[config.mk]
export PLATFORM = sky130hd
export DESIGN_NAME = keypad_code_entry
export DESIGN_NICKNAME = d
export VERILOG_FILES = /design/src/rtl/parking_pkg.sv /design/src/rtl/key_edge_detect.sv /design/src/rtl/keypad_code_entry.sv
export SDC_FILE = /design/constraint.sdc
export NUM_CORES = 1
export LEC_CHECK = 0
export ABC_AREA = 1
export CAP_MARGIN = 10
export CORE_MARGIN = 2
export CORE_UTILIZATION = 50
export DETAILED_ROUTE_END_ITERATION = 12
export PLACE_DENSITY = 0.75
export RECOVER_POWER = 100
export SYNTH_ARGS = -nofsm -noshare
export SYNTH_HDL_FRONTEND = slang
export SYNTH_SLANG_ARGS = --single-unit
[constraint.sdc]
create_clock -name clk -period 1.95 [get_ports clk]
set_input_delay 0.39 -clock clk [delete_from_list [all_inputs] [get_ports clk]]
set_output_delay 0.39 -clock clk [all_outputs]
set_load 0.01 [all_outputs]
[src/rtl/parking_pkg.sv]
// Shared definitions for the parking access controller front end:
// keypad entry state encoding, default key codes and the PIN width.
package parking_pkg;

    localparam int PIN_W = 8;

    localparam logic [3:0] KE_CLEAR_CODE = 4'hA;
    localparam logic [3:0] KE_ENTER_CODE = 4'hB;

    typedef enum logic [1:0] {
        KE_IDLE = 2'd0,
        KE_ONE  = 2'd1,
        KE_TWO  = 2'd2
    } ke_state_t;

endpackage

[src/rtl/key_edge_detect.sv]
// Turns a debounced level into a one-cycle pulse on its rising edge.
// History resets high so a level already asserted at reset release is
// not mistaken for a fresh press.
module key_edge_detect (
    input  logic clk,
    input  logic rst,
    input  logic level,
    output logic pulse
);

    logic history;

    // Remember the previous level every cycle.
    always_ff @(posedge clk) begin
        if (rst) begin
            history <= 1'b1;
        end else begin
            history <= level;
        end
    end

    assign pulse = level & ~history;

endmodule

[src/rtl/keypad_code_entry.sv]
// Keypad code entry: accumulates up to two decimal digits from keypad
// press events and hands a clean 0-99 value plus a one-cycle submit strobe
// to the parking access controller. Clear, inactivity timeout and
// malformed keys are absorbed here.
module keypad_code_entry
    import parking_pkg::*;
#(
    parameter int         TIMEOUT_CYCLES = 1000,
    parameter logic [3:0] CLEAR_CODE     = KE_CLEAR_CODE,
    parameter logic [3:0] ENTER_CODE     = KE_ENTER_CODE
) (
    input  logic             clk,
    input  logic             rst,
    input  logic [3:0]       key_code,
    input  logic             key_press,
    output logic [PIN_W-1:0] psswrd_atmpt,
    output logic             try_psswrd,
    output logic             entry_busy,
    output logic [1:0]       digit_count,
    output logic             entry_error
);

    localparam int            CNT_W    = $clog2(TIMEOUT_CYCLES);
    localparam logic [CNT_W-1:0] CNT_LAST = CNT_W'(TIMEOUT_CYCLES - 1);

    ke_state_t        state, state_nxt;
    logic [PIN_W-1:0] acc, acc_nxt;
    logic [CNT_W-1:0] cnt, cnt_nxt;
    logic [PIN_W-1:0] atmpt, atmpt_nxt;
    logic             try_r, try_nxt;
    logic             err_r, err_nxt;
    logic             key_evt;
    logic             is_digit;
    logic [PIN_W-1:0] digit;

    key_edge_detect u_key_edge (
        .clk   (clk),
        .rst   (rst),
        .level (key_press),
        .pulse (key_evt)
    );

    assign is_digit = (key_code <= 4'd9);
    assign digit    = {4'b0000, key_code};

    // Decode the key event (or timeout) and compute next state and outputs.
    always_comb begin
        state_nxt = state;
        acc_nxt   = acc;
        cnt_nxt   = cnt;
        atmpt_nxt = atmpt;
        try_nxt   = 1'b0;
        err_nxt   = 1'b0;

        if (key_evt) begin
            // Any key restarts the inactivity window; a key on the expiry
            // cycle therefore cancels the timeout.
            cnt_nxt = '0;
            if (is_digit) begin
                case (state)
                    KE_IDLE: begin
                        acc_nxt   = digit;
                        state_nxt = KE_ONE;
                    end
                    KE_ONE: begin
                        acc_nxt   = acc * 8'd10 + digit;
                        state_nxt = KE_TWO;
                    end
                    KE_TWO: begin
                        err_nxt = 1'b1;
                    end
                    default: begin
                        acc_nxt   = '0;
                        state_nxt = KE_IDLE;
                    end
                endcase
            end else if (key_code == ENTER_CODE) begin
                if (state != KE_IDLE) begin
                    atmpt_nxt = acc;
                    try_nxt   = 1'b1;
                    acc_nxt   = '0;
                    state_nxt = KE_IDLE;
                end else begin
                    err_nxt = 1'b1;
                end
            end else if (key_code == CLEAR_CODE) begin
                acc_nxt   = '0;
                state_nxt = KE_IDLE;
            end else begin
                err_nxt = 1'b1;
            end
        end else if (state != KE_IDLE) begin
            if (cnt == CNT_LAST) begin
                acc_nxt   = '0;
                cnt_nxt   = '0;
                state_nxt = KE_IDLE;
                err_nxt   = 1'b1;
            end else begin
                cnt_nxt = cnt + CNT_W'(1);
            end
        end
    end

    // Register state, accumulator, timeout counter and all outputs.
    always_ff @(posedge clk) begin
        if (rst) begin
            state <= KE_IDLE;
            acc   <= '0;
            cnt   <= '0;
            atmpt <= '0;
            try_r <= 1'b0;
            err_r <= 1'b0;
        end else begin
            state <= state_nxt;
            acc   <= acc_nxt;
            cnt   <= cnt_nxt;
            atmpt <= atmpt_nxt;
            try_r <= try_nxt;
            err_r <= err_nxt;
        end
    end

    assign psswrd_atmpt = atmpt;
    assign try_psswrd   = try_r;
    assign entry_error  = err_r;
    assign digit_count  = state;
    assign entry_busy   = (state != KE_IDLE);

endmodule

==> results by group, run 1 <==
Status
  – Outcome: finished, final reports clean

STA
  – Final setup fails: 0
  – Clock skew: 0.00989 ns
  – Max-slew violations: 0
  – Worst hold margin: 0.444 ns
  – Worst-Margin Slew: 0.436 ns
  – Max Freq: 531 MHz
  – Crit share post-route: 96.5%
  – Hold Vio Cnt, Final: 0
  – Unrepaired setup endpoints after global routing: yes
  – Fin crit period: 1.88 ns
  – Slew margin rel.: 70.8%

Detailed routing
  – Iteration-0 DRC Markers: 55
  – DR DRC count: 0
  – Routed vias: 1645
  – Drt pass-1 iters: 4
  – Vias per inst: 5.00
  – Final WL: 3830 um
  – ANT nets after route: 0
  – Drt wl/cell: 11.6 um

Run
  – # Max-Cap Violations: 0

Worst hold path
  – Min-Delay Path Class: reg -> reg
  – HP Start: psswrd_atmpt[4]

Placement
  – Detail Placement HPWL: 2860 um
  – Count of input and output buffers: 19
  – Placed Area: 2160 sq um
  – RePlAce Congestion: 0.830

Finish
  – Reg area: 626 sq um
  – Commonest non-fill, non-tap cell in the layout: inv_1
  – Final Cell Area: 2310 sq um
  – Layout cell share with drive strength beyond 1: 19.4%
  – ANT cells: 0
  – Area of the multi-input gates: 1030 sq um
  – Fill cells: 291
  – Commonest cells after routing, fill and taps aside: inv_1 (40), nand2_1 (35), dfxtp_1 (27), nand3_1 (21), nor2_1 (20)
  – Final nets: 302
  – Synth-to-Final Area Change: 27.8%

Worst setup path
  – Worst r2r path cells: 11
  – Crit start category: flop
  – End of the worst register-to-register path: acc[7]
  – Arrival @ worst endpoint: 2.15 ns
  – Critical Path End Type: flop
  – Worst setup path start: acc[1]
  – Worst path max stage delay: 0.48 ns
  – Worst path bufs/invs: 3
  – Critical path required time: 2.22 ns
  – CP Depth: 11
  – Critical path class: reg -> reg
  – Crit Path Max Fanout: 3
  – Internal reg-to-reg setup slack: 0.07 ns
  – Slowest CP cell: fa_2
  – Worst setup endpoint: acc[7]
  – Crit path cell chain: ha_4 > ha_4 > inv_2 > fa_2 > inv_2 > nand3_2 > nor2_2 > inv_1 > nand2_1 > nand3_2 > a21oi_2
  – Reg2Reg Launch Point: acc[1]
  – Critical path's top delay family: adder cells

Power and ir drop
  – PD cells: 576 nW/um^2
  – Static Leak: 0.00106 uW
  – Max IR drop VDD: 567 uV
  – Tot Pwr: 1330 uW

Clock tree
  – Max clock buf depth: 2
  – Clock Pin Slew Worst Setup and Hold Paths: 0.10 ns
  – H-tree depth: 2
  – CTS Hold Bufs: 0
  – CTS buffer count: 5
  – Clock sink total: 31
  – Clock root buffer: clkbuf_4
  – Worst-Skew Late Latency: 0.32 ns
  – TritonCTS clock tree: yes

Floorplan
  – Initial Util: 53.3%
  – Num ports: 20
  – Total die area: 4110 sq um
  – Row count: 21
  – DIE WIDTH: 64.1 um
  – DIE HEIGHT: 64.1 um
  – Core footprint: 3390 sq um

Global route
  – GRT Total Usage: 20.8%
  – Global-route wire length before repair: 6720 um
  – Total grt overflow: 0
  – Largest net degree at the start of global routing: 15
  – Initial antenna violation count: 0
  – Vias in the first global route: 1570

Synthesis
  – Avg Cell Area, Syn: 7.46 sq um
  – Syn_nets: 262
  – Yosys reg bits: 31
  – Post-Synthesis Cell Area: 1810 sq um
  – Synth unique cells: 35
  – Synthesis Warnings: 0
  – Register area share after synthesis: 34.4%
  – Post-Synthesis Cells: 242
-- sequential cells by signal, indices dropped and copies added, names as in the netlist --
| signal | cells |
|---|---|
| acc | 8 |
| cnt | 10 |
| digit_count | 2 |
| entry_error | 1 |
| psswrd_atmpt | 8 |
| try_psswrd | 1 |
| u_key_edge.history | 1 |
-- cells in the mapped netlist, drive strengths merged --
cell | instances | area (sq um)
xor2 | 2 | 17.5
inv | 44 | 165
fa | 2 | 40.0
o21ai | 15 | 75.1
nand4 | 6 | 67.6
buf | 3 | 30.0
o211a | 1 | 10.0
nor3 | 6 | 46.3
xnor2 | 1 | 8.76
a21oi | 22 | 114
nor2 | 24 | 113
nand2 | 37 | 151
or2 | 2 | 12.5
ha | 11 | 138
nand3 | 25 | 130
nor3b | 2 | 15.0
dfxtp | 31 | 621
clkbuf | 2 | 7.51
o22ai | 1 | 6.26
nand3b | 3 | 22.5
o21a | 1 | 7.51
a211oi | 1 | 7.51
-- cell type report --
cell class                      instances  share of cell area [%]
Clock inverter                          2                    1.52
Multi-Input combinational cell        162                    44.7
Clock buffer                            6                    2.22
Inverter                               44                    7.27
Timing Repair Buffer                   38                    14.6
Sequential cell                        31                    27.1
Tap cell                               46                    2.49
-- tightest hold or removal path, cell delays in order, from the launching register on --
cell and delay, ns:
dfxtp_1 0.32, inv_1 0.04, a21oi_1 0.05
-- worst min-delay path by stage --
| stage | endpoint | slack (ns) | depth (start not counted) |
|---|---|---|---|
| floorplan | cnt[7] | 0.44 | 1 |
| global placement | psswrd_atmpt[6] | 0.43 | 2 |
| detailed placement | psswrd_atmpt[4] | 0.44 | 2 |
| CTS | psswrd_atmpt[4] | 0.45 | 2 |
| global route | psswrd_atmpt[4] | 0.47 | 2 |
| finish | psswrd_atmpt[4] | 0.44 | 2 |
-- metal layers --
metal  part of all wire, %  track usage [%]  up-vias
li1                      -                -      873
met1                    45             24.4      734
met2                    50             36.8       32
met3                   3.1             4.40        6
met4                   1.6             7.71        0
met5                     0                0        -
-- cells by family after synthesis --
logic type | count (synthesis) | share of synthesized area (%)
XOR/XNOR | 3 | 1.46
AO/OA/AOI/OAI | 41 | 12.2
adder cells (fa/ha/maj) | 13 | 9.84
buffers and inverters | 49 | 11.2
flip-flops | 31 | 34.4
AND/OR/NAND/NOR | 105 | 30.9
-- where the power goes --
part	internal, uW	leakage, uW	total [uW]	switching [uW]
combinational	72.4	0.000762	156	83.7
clock	303	0.0000482	525	222
sequential	642	0.000252	649	6.80
total	1020	0.00106	1330	313
-- metrics by stage --
stage / TNS, ns / util, % / cells / worst slack [ns]
detailed placement: -0.721 / 63.6 / 319 / -0.183
floorplan: 0 / - / 242 / 0.0321
finish: 0 / 68.1 / 329 / 0.0677
global placement: -0.548 / 63.6 / 319 / -0.144
global route: -0.0261 / 68.1 / 329 / -0.0261
CTS: 0 / 67.3 / 327 / 0.0332
-- timing repair --
action / CTS / global route
resized for setup: 12 / 7
pin swaps: 5 / 8
buffers inserted: 0 / 2
setup endpoints to repair: 3 / 4
No activity file was read; power rests on OpenSTA's default activity.
==> inputs of run 2 (changes only) <==
- PLACE_DENSITY: 0.75 -> 0.72
==> run 2 against run 1 <==
Combinational power barely moved. First-iteration DRC count increased by 7.3%. Total power grew 0.50%. Non-clock buffer count rose by 1. Global-route usage decreased by 0.067 points. Register-to-register slack worse by 0.05 ns. Worst hold slack better by 0.0031 ns.
==> results by group, run 2 (synthesis results as in run 1) <==
Status
  – Outcome: finished, final reports clean

Floorplan
  – Initial Util: 53.3% (unchanged)
  – Row count: 21 (unchanged)
  – DIE HEIGHT: 64.1 um (unchanged)
  – Total die area: 4110 sq um (unchanged)
  – Core footprint: 3390 sq um (unchanged)
  – Num ports: 20 (unchanged)
  – DIE WIDTH: 64.1 um (unchanged)

Worst setup path
  – Critical path required time: 2.20 ns (-0.02 ns)
  – Critical Path End Type: flop
  – Critical path class: reg -> reg
  – Critical path's top delay family: adder cells
  – Slowest CP cell: fa_1
  – Crit Path Max Fanout: 4 (+1)
  – Cell repeated most along the worst path: inv_2
  – Crit path cell chain: ha_1 > ha_4 > inv_2 > fa_1 > inv_2 > or2_2 > nand3_1 > a21oi_2
  – Crit start category: flop
  – Arrival @ worst endpoint: 2.18 ns (+0.03 ns)
  – Worst path bufs/invs: 2 (-1)
  – Worst path max stage delay: 0.51 ns (+0.03 ns)

Global route
  – Largest net degree at the start of global routing: 15 (unchanged)
  – Total grt overflow: 0 (unchanged)
  – Global-route wire length before repair: 6700 um (-0.31%)
  – Vias in the first global route: 1634 (+4.1%)
  – Initial antenna violation count: 0 (unchanged)
  – GRT Total Usage: 20.7% (-0.067 points)

STA
  – Crit share post-route: 99.1% (+2.6 points)
  – Slew margin rel.: 74.7% (+3.9 points)
  – Worst hold margin: 0.447 ns (+0.00309 ns)
  – Hold Vio Cnt, Final: 0 (unchanged)
  – Clock skew: 0.0172 ns (+0.00731 ns)
  – Unrepaired setup endpoints after global routing: yes
  – Final setup fails: 0 (unchanged)
  – Fin crit period: 1.93 ns (+0.0509 ns)
  – Worst-Margin Slew: 0.376 ns (-0.0600 ns)
  – Max Freq: 517 MHz (-2.6%)
  – Max-slew violations: 0 (unchanged)

Run
  – # Max-Cap Violations: 0 (unchanged)

Detailed routing
  – Met3 wire len: 135 um (+15%)
  – Highest metal used: met4
  – Vias per inst: 4.94 (-1.2%)
  – Drt wl/cell: 12.2 um (+4.4%)
  – WL met2: 1950 um (+1.0%)
  – DR DRC count: 0 (unchanged)
  – Final WL: 4010 um (+4.7%)
  – Met1 Routed Length: 1820 um (+5.8%)
  – Drt pass-1 iters: 4 (unchanged)
  – Iteration-0 DRC Markers: 59 (+7.3%)
  – ANT nets after route: 0 (unchanged)
  – Routed vias: 1631 (-0.85%)

Placement
  – Detail Placement HPWL: 2840 um (-0.53%)
  – Placed Area: 2140 sq um (-0.93%)
  – Count of input and output buffers: 19 (unchanged)
  – RePlAce Congestion: 0.828 (-0.14%)
  – Post-Place Cells: 318 (-0.31%)

Worst hold path
  – Min-Delay Path Class: reg -> reg

Clock tree
  – Clock root buffer: clkbuf_4
  – TritonCTS clock tree: yes
  – Max clock buf depth: 2 (unchanged)
  – Clock sink total: 31 (unchanged)
  – CTS buffer count: 5 (unchanged)
  – H-tree depth: 2 (unchanged)
  – Clock Pin Slew Worst Setup and Hold Paths: 0.11 ns (about the same)
  – CTS Hold Bufs: 0 (unchanged)
  – Worst-Skew Late Latency: 0.34 ns (+0.02 ns)

Finish
  – Biggest register: cnt
  – Fin util: 68.4% (+0.30 points)
  – Largest register FFs: 10 (unchanged)
  – Layout cell share with drive strength beyond 1: 20.4% (+0.99 points)
  – Reg area: 632 sq um (+1.0%)
  – Synth-to-Final Area Change: 28.3%
  – Final Cell Area: 2320 sq um (+0.43%)
  – Area of the multi-input gates: 1040 sq um (+0.73%)
  – Commonest cells after routing, fill and taps aside: inv_1 (40), nand2_1 (35), dfxtp_1 (26), nand3_1 (22)
  – Fill cells: 279 (-4.1%)
  – ANT cells: 0 (unchanged)
  – Commonest non-fill, non-tap cell in the layout: inv_1
  – Filler-free cell count of the finished design: 330 (+0.30%)
  – Final nets: 303 (+0.33%)

Power and ir drop
  – Static Leak: 0.00106 uW (about the same)
  – PD cells: 577 nW/um^2 (about the same)
  – Max IR drop VDD: 739 uV (+30%)
  – Tot Pwr: 1340 uW (+0.50%)
==> run 2: changes by cell type in the layout (fill, tap and decap cells not counted), sizes merged <==
cell,delta
clkdlybuf4s50,+1
dlygate4sd3,-1
buf,+2
clkbuf,-1
==> run 2: repair_timing <==
action	in CTS	in global routing
resized for setup	12	8
endpoints found under the setup margin	2	5
buffers inserted	2	2
pin swaps	5	8
hold endpoints to repair	0	0
==> run 2: path summary, 6_finish.rpt <==
check | slack [ns] | cells past startpoint | startpoint | end
worst max-delay path | 0.02 | 8 | acc[2] | acc[5]
worst min-delay path | 0.45 | 2 | psswrd_atmpt[0] | psswrd_atmpt[0]
worst max register to register | 0.02 | 8 | acc[2] | acc[5]
worst min register to register | 0.45 | 2 | psswrd_atmpt[0] | psswrd_atmpt[0]
==> run 2: cell type report <==
cell class | instances | area share [%]
clock buffer | 6 | 2.21
clock inverter | 2 | 1.51
inverter | 44 | 7.13
multi-input combinational | 162 | 44.9
sequential | 31 | 27.3
tap | 46 | 2.48
timing repair buffer | 39 | 14.5
==> run 2: where the power goes <==
| part | leakage, uW | total, uW | switching, uW | internal, uW |
|---|---|---|---|---|
| logic | 0.000760 | 154 | 82.1 | 72.3 |
| registers | 0.000253 | 649 | 9.02 | 640 |
| clock network | 0.0000482 | 533 | 230 | 303 |
==> run 2: metrics by stage <==
step           setup TNS, ns  setup slack [ns]
3_3_place_gp          -0.566            -0.140
4_1_cts                    0            0.0285
3_5_place_dp          -0.812            -0.197
5_1_grt               -0.142           -0.0596
2_1_floorplan              0            0.0321
6_report                   0            0.0168
==> run 2: metal layers <==
layer,up-vias,track usage (%)
li1,868,-
met4,0,11.7
met1,725,25.0
met2,27,34.0
met5,-,0
met3,11,4.40
==> run 2: tightest hold or removal path, stage by stage, from the launching register on <==
cell     delay, ns
dfxtp_1       0.32
inv_1         0.04
a21oi_1       0.05
==> inputs of run 3 (changes only) <==
- RECOVER_POWER: 100 -> unset
==> run 3 against run 2 <==
Combinational power barely moved. Critical path type unchanged. Critical endpoint unchanged. Worst setup slack barely moved. Highest routed layer unchanged. Sequential power barely moved. Sequential cell count did not move. Final cell count did not move. Sequential share of layout area fell by 0.16 points. Non-clock buffer count did not move. Wire length rose by 0.47%. Global-route usage did not move. Total power rose by 0.24%. Clock skew barely moved. First-iteration DRC count fell by 5.1%.
==> results by group, run 3 (synthesis results as in run 1) <==
Status
  – Outcome: finished, final reports clean

Power and ir drop
  – Max IR drop VDD: 740 uV (+0.12%)
  – Static Leak: 0.00102 uW (-3.9%)
  – PD cells: 575 nW/um^2 (-0.35%)
  – Tot Pwr: 1340 uW (+0.24%)

Global route
  – Largest net degree at the start of global routing: 15 (unchanged)
  – Vias in the first global route: 1634 (unchanged)
  – Initial antenna violation count: 0 (unchanged)
  – Global-route wire length before repair: 6700 um (unchanged)
  – GRT Total Usage: 20.7% (unchanged)
  – Total grt overflow: 0 (unchanged)

Worst setup path
  – Critical path class: reg -> reg
  – Worst path max stage delay: 0.51 ns (about the same)
  – Critical path required time: 2.20 ns (about the same)
  – Arrival @ worst endpoint: 2.19 ns (about the same)
  – Critical Path End Type: flop
  – Slowest CP cell: fa_1
  – Worst path bufs/invs: 2 (unchanged)
  – Crit Path Max Fanout: 4 (unchanged)
  – Crit path cell chain: ha_1 > ha_4 > inv_2 > fa_1 > inv_2 > or2_2 > nand3_1 > a21oi_2
  – Crit start category: flop
  – Cell repeated most along the worst path: inv_2
  – Critical path's top delay family: adder cells

Detailed routing
  – Routed vias: 1647 (+0.98%)
  – DR DRC count: 0 (unchanged)
  – Drt pass-1 iters: 5 (+1)
  – ANT nets after route: 0 (unchanged)
  – Final WL: 4030 um (+0.47%)
  – Vias per inst: 4.99 (+0.98%)
  – Iteration-0 DRC Markers: 56 (-5.1%)
  – Drt wl/cell: 12.2 um (+0.47%)

Clock tree
  – H-tree depth: 2 (unchanged)
  – CTS buffer count: 5 (unchanged)
  – Clock sink total: 31 (unchanged)
  – Worst-Skew Late Latency: 0.35 ns (about the same)
  – Clock Pin Slew Worst Setup and Hold Paths: 0.11 ns (about the same)
  – TritonCTS clock tree: yes
  – Max clock buf depth: 2 (unchanged)
  – Clock root buffer: clkbuf_4
  – CTS Hold Bufs: 0 (unchanged)

Finish
  – Fill cells: 276 (-1.1%)
  – Biggest register: cnt
  – Layout cell share with drive strength beyond 1: 22.2% (+1.8 points)
  – Synth-to-Final Area Change: 29.1%
  – Reg area: 632 sq um (unchanged)
  – Commonest non-fill, non-tap cell in the layout: inv_1
  – Final nets: 303 (unchanged)
  – ANT cells: 0 (unchanged)
  – Largest register FFs: 10 (unchanged)
  – Area of the multi-input gates: 1050 sq um (+0.96%)
  – Commonest cells after routing, fill and taps aside: inv_1 (39), nand2_1 (34), dfxtp_1 (26), nand3_1 (22), buf_4 (20)

STA
  – Fin crit period: 1.93 ns (-0.000324 ns)
  – Slew margin rel.: 77.1% (+2.4 points)
  – Setup ws final: 0.0171 ns (+0.000324 ns)
  – Hold Vio Cnt, Final: 0 (unchanged)
  – Unrepaired setup endpoints after global routing: yes
  – Worst-Margin Slew: 0.343 ns (-0.0332 ns)
  – Clock skew: 0.0174 ns (+0.000168 ns)
  – Worst hold margin: 0.451 ns (+0.00332 ns)
  – Final setup fails: 0 (unchanged)
  – Max-slew violations: 0 (unchanged)
  – Max Freq: 517 MHz (about the same)
  – Crit share post-route: 99.1% (about the same)

Placement
  – Pre-CTS WS: -0.197 ns (unchanged)
  – Count of input and output buffers: 19 (unchanged)
  – RePlAce Congestion: 0.828 (unchanged)
  – Detail Placement HPWL: 2840 um (unchanged)

Worst hold path
  – Min-Delay Path Class: reg -> reg

Floorplan
  – Initial Util: 53.3% (unchanged)
  – DIE HEIGHT: 64.1 um (unchanged)
  – Row count: 21 (unchanged)
  – Core footprint: 3390 sq um (unchanged)
  – Total die area: 4110 sq um (unchanged)
  – Num ports: 20 (unchanged)
  – DIE WIDTH: 64.1 um (unchanged)

Run
  – # Max-Cap Violations: 0 (unchanged)
-- run 3: changes by cell type in the layout (fill, tap and decap cells not counted), sizes merged --
cell | before | now
clkbuf | 7 | 6
buf | 19 | 20
dlygate4sd3 | 13 | 0
clkdlybuf4s50 | 6 | 19
-- run 3: final timing paths --
check | startpoint | end | slack [ns] | cells after the start
hold reg to reg | psswrd_atmpt[0] | psswrd_atmpt[0] | 0.45 | 2
hold / removal | psswrd_atmpt[0] | psswrd_atmpt[0] | 0.45 | 2
setup reg to reg | acc[2] | acc[5] | 0.02 | 8
setup / recovery | acc[2] | acc[5] | 0.02 | 8
-- run 3: final cells by class --
class / count / area share, %
clock buffers: 6 / 2.20
clock inverters: 2 / 1.50
inverters: 44 / 7.09
multi-input cells: 162 / 45.0
flip-flops and latches: 31 / 27.1
well taps: 46 / 2.47
repair buffers: 39 / 14.6
-- run 3: layer usage --
| layer | vias to the layer above | wire, um | global-route usage (%) |
|---|---|---|---|
| met3 | 11 | 147 | 4.40 |
| met2 | 31 | 1970 | 34.0 |
| met4 | 0 | 107 | 11.7 |
| met5 | - | 0 | 0 |
| met1 | 735 | 1810 | 25.0 |
| li1 | 870 | - | - |
-- run 3: worst min-delay path, cell delays in order (launching register included) --
cell,delay (ns)
dfxtp_1,0.32
inv_1,0.04
a21oi_1,0.05
-- run 3: stage by stage --
| stage | utilization, % | instance area (sq um) | cells | setup TNS, ns |
|---|---|---|---|---|
| after floorplan | - | 1810 | 242 | 0 |
| after global placement | 63.0 | 2140 | 318 | -0.566 |
| after detailed placement | 63.0 | 2140 | 318 | -0.812 |
| after CTS | 67.1 | 2280 | 328 | 0 |
| after global routing | 68.8 | 2330 | 330 | -0.123 |
| final | 68.8 | 2330 | 330 | 0 |
-- run 3: timing repair --
item / CTS / global route
endpoints found under the setup margin: 2 / 5
buffers inserted: 2 / 2
resized for setup: 12 / 8
gates cloned: 0 / 0
pin swaps: 5 / 8
-- run 3: report_power, final --
group,leakage [uW],internal (uW),switching [uW]
sequential,0.000253,640,9.05
clock,0.0000482,303,231
combinational,0.000719,73.9,83.1
total,0.00102,1020,323
